===== src/rtl/decoder_scan_seq_if.sv =====
// rtl/decoder_scan_seq_if.sv - scan request inputs and decoder drive outputs
interface decoder_scan_seq_if #(
   parameter int DWELL_W = 8
);
   logic               start;
   logic               stop;
   logic               cont;
   logic [7:0]         mask;
   logic [DWELL_W-1:0] dwell;
   logic               A;
   logic               B;
   logic               C;
   logic               en;
   logic               ch_strobe;
   logic               busy;
   logic               done;

   modport master (
      output start, stop, cont, mask, dwell,
      input  A, B, C, en, ch_strobe, busy, done
   );

   modport slave (
      input  start, stop, cont, mask, dwell,
      output A, B, C, en, ch_strobe, busy, done
   );
endinterface


===== src/rtl/decoder_scan_seq.sv =====
// rtl/decoder_scan_seq.sv - walks the enabled channels of a 3-to-8 decoder
// with a programmable dwell per channel, single pass or continuous.
module decoder_scan_seq #(
   parameter int DWELL_W = 8
) (
   input  logic                clk,
   input  logic                rst_n,
   decoder_scan_seq_if.slave   io_bus
);

   typedef enum logic [1:0] {
      S_IDLE   = 2'd0,
      S_ACTIVE = 2'd1,
      S_DONE   = 2'd2
   } state_t;

   state_t             r_state,  w_state_nx;
   logic [7:0]         r_mask,   w_mask_nx;
   logic [DWELL_W-1:0] r_dwell,  w_dwell_nx;
   logic [DWELL_W-1:0] r_cnt,    w_cnt_nx;
   logic               r_cont,   w_cont_nx;
   logic [2:0]         r_ch,     w_ch_nx;
   logic               r_en,     w_en_nx;
   logic               r_strobe, w_strobe_nx;
   logic               r_busy,   w_busy_nx;
   logic               r_done,   w_done_nx;

   logic [3:0]         w_first;
   logic [3:0]         w_hi;
   logic [3:0]         w_lo;

   // {found, index} of the lowest set bit of m; when any=0 only bits above cur count
   function automatic logic [3:0] f_pick(input logic [7:0] m, input logic [2:0] cur,
                                         input logic any);
      logic [3:0] v;
      v = 4'd0;
      for (int i = 7; i >= 0; i--) begin
         if (m[i] && (any || (i > int'(cur))))
            v = {1'b1, 3'(i)};
      end
      return v;
   endfunction

   assign w_first = f_pick(io_bus.mask, 3'd0, 1'b1);
   assign w_hi    = f_pick(r_mask, r_ch, 1'b0);
   assign w_lo    = f_pick(r_mask, 3'd0, 1'b1);

   always_comb begin
      w_state_nx  = r_state;
      w_mask_nx   = r_mask;
      w_dwell_nx  = r_dwell;
      w_cont_nx   = r_cont;
      w_cnt_nx    = r_cnt;
      w_ch_nx     = r_ch;
      w_en_nx     = 1'b0;
      w_strobe_nx = 1'b0;
      w_busy_nx   = 1'b0;
      w_done_nx   = 1'b0;
      case (r_state)
         S_IDLE: begin
            if (io_bus.start && !io_bus.stop) begin
               if (w_first[3]) begin
                  w_mask_nx   = io_bus.mask;
                  w_dwell_nx  = io_bus.dwell;
                  w_cont_nx   = io_bus.cont;
                  w_cnt_nx    = '0;
                  w_ch_nx     = w_first[2:0];
                  w_state_nx  = S_ACTIVE;
                  w_en_nx     = 1'b1;
                  w_busy_nx   = 1'b1;
                  w_strobe_nx = 1'b1;
               end else begin
                  w_done_nx   = 1'b1;
               end
            end
         end
         S_ACTIVE: begin
            if (io_bus.stop) begin
               w_state_nx = S_IDLE;
            end else if (r_cnt == r_dwell) begin
               // window ends: next higher channel, else wrap or finish
               if (w_hi[3] || (r_cont && w_lo[3])) begin
                  w_ch_nx     = w_hi[3] ? w_hi[2:0] : w_lo[2:0];
                  w_cnt_nx    = '0;
                  w_en_nx     = 1'b1;
                  w_busy_nx   = 1'b1;
                  w_strobe_nx = 1'b1;
               end else begin
                  w_state_nx  = S_DONE;
                  w_done_nx   = 1'b1;
               end
            end else begin
               w_cnt_nx  = r_cnt + 1'b1;
               w_en_nx   = 1'b1;
               w_busy_nx = 1'b1;
            end
         end
         S_DONE: begin
            w_state_nx = S_IDLE;
         end
         default: begin
            w_state_nx = S_IDLE;
         end
      endcase
   end

   always_ff @(posedge clk or negedge rst_n) begin
      if (!rst_n) begin
         r_state  <= S_IDLE;
         r_mask   <= 8'd0;
         r_dwell  <= '0;
         r_cont   <= 1'b0;
         r_cnt    <= '0;
         r_ch     <= 3'd0;
         r_en     <= 1'b0;
         r_strobe <= 1'b0;
         r_busy   <= 1'b0;
         r_done   <= 1'b0;
      end else begin
         r_state  <= w_state_nx;
         r_mask   <= w_mask_nx;
         r_dwell  <= w_dwell_nx;
         r_cont   <= w_cont_nx;
         r_cnt    <= w_cnt_nx;
         r_ch     <= w_ch_nx;
         r_en     <= w_en_nx;
         r_strobe <= w_strobe_nx;
         r_busy   <= w_busy_nx;
         r_done   <= w_done_nx;
      end
   end

   assign io_bus.A         = r_ch[2];
   assign io_bus.B         = r_ch[1];
   assign io_bus.C         = r_ch[0];
   assign io_bus.en        = r_en;
   assign io_bus.ch_strobe = r_strobe;
   assign io_bus.busy      = r_busy;
   assign io_bus.done      = r_done;

endmodule


===== src/flat_wrapper.sv =====
// flat-port wrapper written by rule: the top's interface ports become plain ports
module decoder_scan_seq_flat 
#(
   parameter int DWELL_W = 8
)
  (clk, rst_n, io_bus_start, io_bus_stop, io_bus_cont, io_bus_mask, io_bus_dwell, io_bus_A, io_bus_B, io_bus_C, io_bus_en, io_bus_ch_strobe, io_bus_busy, io_bus_done);
  decoder_scan_seq_if #(.DWELL_W(DWELL_W)) io_bus_i ();
  input  logic clk;
  input  logic rst_n;
  input wire logic [$bits(io_bus_i.start)-1:0] io_bus_start;
  input wire logic [$bits(io_bus_i.stop)-1:0] io_bus_stop;
  input wire logic [$bits(io_bus_i.cont)-1:0] io_bus_cont;
  input wire logic [$bits(io_bus_i.mask)-1:0] io_bus_mask;
  input wire logic [$bits(io_bus_i.dwell)-1:0] io_bus_dwell;
  output wire logic [$bits(io_bus_i.A)-1:0] io_bus_A;
  output wire logic [$bits(io_bus_i.B)-1:0] io_bus_B;
  output wire logic [$bits(io_bus_i.C)-1:0] io_bus_C;
  output wire logic [$bits(io_bus_i.en)-1:0] io_bus_en;
  output wire logic [$bits(io_bus_i.ch_strobe)-1:0] io_bus_ch_strobe;
  output wire logic [$bits(io_bus_i.busy)-1:0] io_bus_busy;
  output wire logic [$bits(io_bus_i.done)-1:0] io_bus_done;
  assign io_bus_i.start = io_bus_start;
  assign io_bus_i.stop = io_bus_stop;
  assign io_bus_i.cont = io_bus_cont;
  assign io_bus_i.mask = io_bus_mask;
  assign io_bus_i.dwell = io_bus_dwell;
  assign io_bus_A = io_bus_i.A;
  assign io_bus_B = io_bus_i.B;
  assign io_bus_C = io_bus_i.C;
  assign io_bus_en = io_bus_i.en;
  assign io_bus_ch_strobe = io_bus_i.ch_strobe;
  assign io_bus_busy = io_bus_i.busy;
  assign io_bus_done = io_bus_i.done;
  decoder_scan_seq #(.DWELL_W(DWELL_W)) u_core (.clk(clk), .rst_n(rst_n), .io_bus(io_bus_i));
endmodule

===== config.mk =====
export PLATFORM = sky130hd
export DESIGN_NAME = decoder_scan_seq_flat
export DESIGN_NICKNAME = d
export VERILOG_FILES = /design/src/rtl/decoder_scan_seq_if.sv /design/src/rtl/decoder_scan_seq.sv /design/src/flat_wrapper.sv
export SDC_FILE = /design/constraint.sdc
export NUM_CORES = 1
export LEC_CHECK = 0
export CORE_MARGIN = 2
export CORE_UTILIZATION = 53
export CTS_CLUSTER_SIZE = 20
export DETAILED_ROUTE_END_ITERATION = 12
export PLACE_DENSITY = 0.78
export SLEW_MARGIN = 10
export SYNTH_ARGS = -nofsm -noshare
export SYNTH_HDL_FRONTEND = slang
export SYNTH_SLANG_ARGS = --single-unit

===== constraint.sdc =====
create_clock -name clk -period 3.8 [get_ports clk]
set_input_delay 0.38 -clock clk [delete_from_list [all_inputs] [get_ports clk]]
set_output_delay 0.38 -clock clk [all_outputs]
set_load 0.03 [all_outputs]

==> Word level (Yosys, flattened, before mapping) <==
Index checks and enable logic that the tools add are counted.
{ "totals": {"register_bits": 33, "out_inout_bits": 7, "word_cells": 101, "input_bits": 21} }
{ "op_classes": {"reduce_logical": 17, "add_sub_neg": 1, "mux": 57, "magnitude_cmp": 7, "n_eq_ne": 10} }
{ "op_table": {"columns": ["cell", "count"], "rows": [
  ["4-bit 2-to-1 mux", 23],
  ["8-bit 2-to-1 mux", 5],
  ["3-bit 2-to-1 mux", 6],
  ["8-bit one-hot mux with 2 select lines", 1],
  ["3-bit > comparator, first input constant", 4],
  ["1-bit 2-to-1 mux", 12],
  ["2-bit 2-to-1 mux", 5],
  ["1-bit logical AND", 9],
  ["8-bit by 1-bit adder with 8-bit output, second input constant", 1],
  ["8-bit equality test", 1],
  ["2-bit by 1-bit inequality test with 1-bit output, second input constant", 4],
  ["2-bit by 3-bit > comparator with 1-bit output, first input constant", 2],
  ["3-bit inequality test, second input constant", 2],
  ["1-bit one-hot mux with 2 select lines", 3],
  ["3-bit one-hot mux with 2 select lines", 1],
  ["6-bit AND reduction", 1],
  ["5-bit AND reduction", 1],
  ["2-bit one-hot mux with 2 select lines", 1],
  ["4-bit AND reduction", 1],
  ["1-bit by 3-bit > comparator with 1-bit output, first input constant", 1],
  ["3-bit by 2-bit inequality test with 1-bit output, second input constant", 1],
  ["3-bit AND reduction", 1],
  ["2-bit by 1-bit equality test with 1-bit output, second input constant", 1],
  ["2-bit zero test", 1],
  ["other kinds (4)", 4]
]} }

==> Longest topological paths before layout <==
{ "logic_depth": {"word_depth": 14, "depth_mapped": 7, "mapped_depth_nobuf": 5} }

==> Worst setup path before layout <==
OpenSTA, ideal clock, no wires.
{ "synth_path": {"path_kind": "flip-flop to flip-flop", "from": "register u_core.r_ch[1]", "to": "register u_core.r_ch[2]", "required_time_ns": 3.675, "arrival_ns": 1.999, "setup_ns": 0.125, "synth_period_minus_slack_ns": 2.125, "slack_ns": 1.675, "n_path_buf": 1, "path_stages_with_launch": 7, "cell_sequence": "dfrtp_1 buf_6 or3b_4 nand4_2 and4bb_4 o31ai_4 mux2_4"} }
{ "synth_via": {"elab_chain_len": 14, "word_cells_on_any_way": 29, "classes_between": "order compare (7); eq/ne (1); mux (12); reduce/logical (9)"} }
{ "synth_rtl": {"columns": ["item", "line", "source"], "rows": [
  ["start: declaration", "decoder_scan_seq.sv:22", "logic [2:0] r_ch, w_ch_nx;"],
  ["start signal: assignment", "decoder_scan_seq.sv:125", "r_ch <= w_ch_nx;"],
  ["3-bit > comparator", "decoder_scan_seq.sv:38", "if (m[i] && (any || (i > int'(cur))))"],
  ["1-bit logical AND", "decoder_scan_seq.sv:38", null],
  ["4-bit 2-to-1 mux (6 in series)", "decoder_scan_seq.sv:38", null],
  ["4-bit 2-to-1 mux (*)", "decoder_scan_seq.sv:38", null],
  ["3-bit 2-to-1 mux", "decoder_scan_seq.sv:83", "w_ch_nx = w_hi[3] ? w_hi[2:0] : w_lo[2:0];"],
  ["3-bit 2-to-1 mux", "decoder_scan_seq.sv:82", "if (w_hi[3] || (r_cont && w_lo[3])) begin"],
  ["3-bit 2-to-1 mux", "decoder_scan_seq.sv:80", "end else if (r_cnt == r_dwell) begin"],
  ["3-bit 2-to-1 mux", "decoder_scan_seq.sv:78", "if (io_bus.stop) begin"],
  ["3-bit one-hot mux with 2 select lines", "decoder_scan_seq.sv:59", "case (r_state)"]
]} }
Mark *: on every way between the ends. The rest lies on a longest branch, timed or not. The select of a mux whose other input is x is not followed.
A chain may end at the register's enable or synchronous reset.

==> Worst setup path in the final report <==
{ "layout_path": {"from": "input io_bus_mask[2]", "to": "register u_core.r_ch[2]"} }
{ "layout_via": {"elab_chain_len": 6, "word_cells_on_any_way": 8, "classes_between": "eq/ne (1); mux (6); reduce/logical (1)"} }
{ "layout_rtl": {"columns": ["item", "line", "source"], "rows": [
  ["start: declaration", "flat_wrapper.sv:13", "input wire logic [$bits(io_bus_i.mask)-1:0] io_bus_mask;"],
  ["4-bit 2-to-1 mux (*) (3 in series)", "decoder_scan_seq.sv:38", null],
  ["3-bit 2-to-1 mux", "decoder_scan_seq.sv:62", "if (w_first[3]) begin"],
  ["3-bit 2-to-1 mux", "decoder_scan_seq.sv:61", "if (io_bus.start && !io_bus.stop) begin"],
  ["3-bit one-hot mux with 2 select lines", "decoder_scan_seq.sv:59", null]
]} }
Marked as above.

==> impl_results.md <==
* # clock sinks at 33
* Commonest non-fill, non-tap cell in the layout: nand2_1
* Reg2reg setup slack at approximately 1.7 ns
* Slew HR at 0.5561
* CTS tree: done
* Setup repair bufs after CTS at 0
* Ys async rst share at 1.000
* Dpl cell area at around 0.0023 mm^2
* Core ar. at between 0.003 and 0.004 mm^2
* Worst EP arrival at between 2 and 3 ns
* Htree depth at 2
* Worst r2r dst: u_core.io_bus.en$_DFF_PN0_
* Vias in the first global route at 1696
* Leak Pwr at about 1.0 nW
* Clock Path Buffers at 2
* Critical path capture point type: register
* # rows at 22
* First-pass GRT wire length at around 8.0 mm
* # resized after CTS at 0
* Pre-antenna DRT Iters at 4
* EDFF count, synth at 0
* RSZ-0062 raised after global routing: no
* Setup TNS Final at 0 ns
* Cells along the critical path: clkdlybuf4s50_1, or4_1, nor2_1, or4b_1, o31ai_4, mux2_4
* Syn nets at roughly 250
* Largest net degree at the start of global routing at 34
* CP Data Required Time at approximately 4.0 ns
* Starting DRT DRC Count at roughly 160
* DRC errors left at 0
* Worst-Skew Late Latency at 0.28 ns
* Final hold viol count at 0
* Worst-path clk slew at about 0.070 ns
* Layout area overhead at 19.76%
* Final Core Density at 0.6512
* Initial antenna violation count at 0
* Endpoints failing setup at 0
* Drt total wl at roughly 4.5 mm
* Setup Skew at about 0.0033 ns
* Startpoint types: input port
* DP HPWL at ~3.3 mm
* Design area at ~0.0024 mm^2
* Synth Cell Area at just under 0.002 mm^2
* Slew @ Worst Pin at ~0.66 ns
* Layout cell share with drive strength beyond 1 at 0.08880
* Antenna cell count at 0
* Die Ht at between 60 and 70 um
* Hold crit path type: in -> async
* Max incr delay on CP at ~0.55 ns
* Routed Antenna Nets at 0
* Distinct cells, synth at between 50 and 60
* WL/cell at 14.50 um
* Yosys warns at 0
* Commonest cells after routing, fill and taps aside: nand2_1 (65), dfrtp_1 (33), clkdlybuf4s50_1 (27)
* CP max-delay cell: or4_1
* CP max FO at 11
* Max_cap viols at 0
* GRT overflow at 0
* Clock root buffer: clkbuf_8
* Io pins at 28
* Main synth FF type: dfrtp_1
* Die X at 65.06 um
* Die area at 0.004232 mm^2
* Uppermost layer routed: met4
* Met2 wire length at around 2.0 mm
* Max Freq at 408.6 MHz
* Peak VDD IR at 0.2757 mV
* Final Max Tran Viols at 0
* Post-route minimum period at around 2.4 ns
* Vias at approximately 1800
* Port Buffer Count at 27
* Mapped Cells at 230
* Final period utilization at 0.6441
* Critical path type: in -> reg
* Register-to-Register Path Depth at 5
* DRT met1 WL at around 2.1 mm
* Status: complete, no violations
* Post-Route Hold Slack at between 0.4 and 0.5 ns
* Pwr per Cell Area at slightly below 500 mW/mm^2
* RR Startpoint: u_core.r_mask[5]$_DFFE_PN0P_
* Routed met3 length at 260 um
* Initial core utilization at 0.5437
* Nets at 280
* Flip-flop and latch count after synthesis at 33
* Hold-fix buffers, CTS at 0
* Total CTS buffers at 5
* Register area share after synthesis at 0.4180
* Post-Syn Area per Cell at between 8 and 9 um^2
* RD Place Congestion at approximately 0.91
* Vias per cell at 5.805
* Overall routing resource usage at 0.2425
critical path: cells and delay by family:
kind / cells / cell delay (ns)
muxes: 1 / 0.32
AOI/OAI and AO/OA: 1 / 0.16
and+or+nand+nor: 3 / 1.26
buffers and inverters: 1 / 0.48
metal layers:
metal | up-vias | global-route usage
li1 | 873 | -
met1 | 838 | 0.3577
met2 | 63 | 0.3582
met3 | 8 | 0.04514
met4 | 0 | 0.08333
met5 | - | 0
report_power, final:
part	internal, mW	leakage, nW	switching [mW]
combinational	0.192	0.584	0.196
clock	0.127	0.0450	0.123
sequential	0.419	0.408	0.110
how the worst max path moves through the flow:
stage                          startpoint                          end  slack, ns
2_1_floorplan  u_core.r_ch[1]$_DFFE_PN0P_   u_core.r_ch[2]$_DFFE_PN0P_       1.68
3_3_place_gp               io_bus_mask[2]   u_core.r_ch[2]$_DFFE_PN0P_       1.11
3_5_place_dp               io_bus_mask[2]   u_core.r_ch[2]$_DFFE_PN0P_       1.04
4_1_cts                    io_bus_mask[2]   u_core.r_ch[2]$_DFFE_PN0P_       1.34
5_1_grt                    io_bus_mask[2]  u_core.r_cnt[2]$_DFFE_PN0P_       1.26
6_report                   io_bus_mask[2]   u_core.r_ch[2]$_DFFE_PN0P_       1.35
per-stage QoR:
step,setup WS [ns],power [mW],std cells
2_1_floorplan,1.675,0.7970,230
3_3_place_gp,1.114,0.9172,299
3_5_place_dp,1.043,0.9214,299
4_1_cts,1.342,1.170,307
5_1_grt,1.262,1.255,307
6_report,1.353,1.167,307
registers in the layout, summed over array words and instances (netlist names):
register	count
u_core.r_mask	8
u_core.io_bus.en	1
u_core.r_cnt	8
u_core.r_dwell	8
u_core.r_state	2
u_core.io_bus.ch_strobe	1
u_core.r_ch	3
u_core.io_bus.done	1
u_core.r_cont	1
final cells by class:
class                           count  area [um^2]
Fill cell                         320         1267
Multi-Input combinational cell    184         1086
Sequential cell                    33        825.8
Timing Repair Buffer               31        300.3
Clock buffer                        6        72.57
Tap cell                           48        60.06
Inverter                            3        11.26
Clock inverter                      2        10.01
cells by family (layout without fill, tap and decap cells):
family / Yosys count / count (layout) / synth area share
XOR/XNOR: 8 / 8 / 0.03547
adder cells (fa/ha/maj): 1 / 1 / 0.006332
multiplexers: 1 / 1 / 0.007598
AO/OA/AOI/OAI: 53 / 53 / 0.1938
flip-flops: 33 / 33 / 0.4180
buffers and inverters: 13 / 42 / 0.03673
AND/OR/NAND/NOR: 121 / 121 / 0.3021
synthesized netlist by cell type, types with 4 or more instances:
master / number / share of area
nor3_1: 6 / 0.015
o21ai_0: 11 / 0.028
a21oi_1: 9 / 0.023
nor2_1: 16 / 0.030
buf_4: 4 / 0.015
nand2_1: 65 / 0.12
xnor2_1: 8 / 0.035
clkbuf_1: 4 / 0.0076
dfrtp_1: 33 / 0.42
nor2b_1: 5 / 0.016
or4_1: 5 / 0.019
o21bai_1: 4 / 0.015
or2_2: 4 / 0.013
No activity file was read; power rests on OpenSTA's default activity.
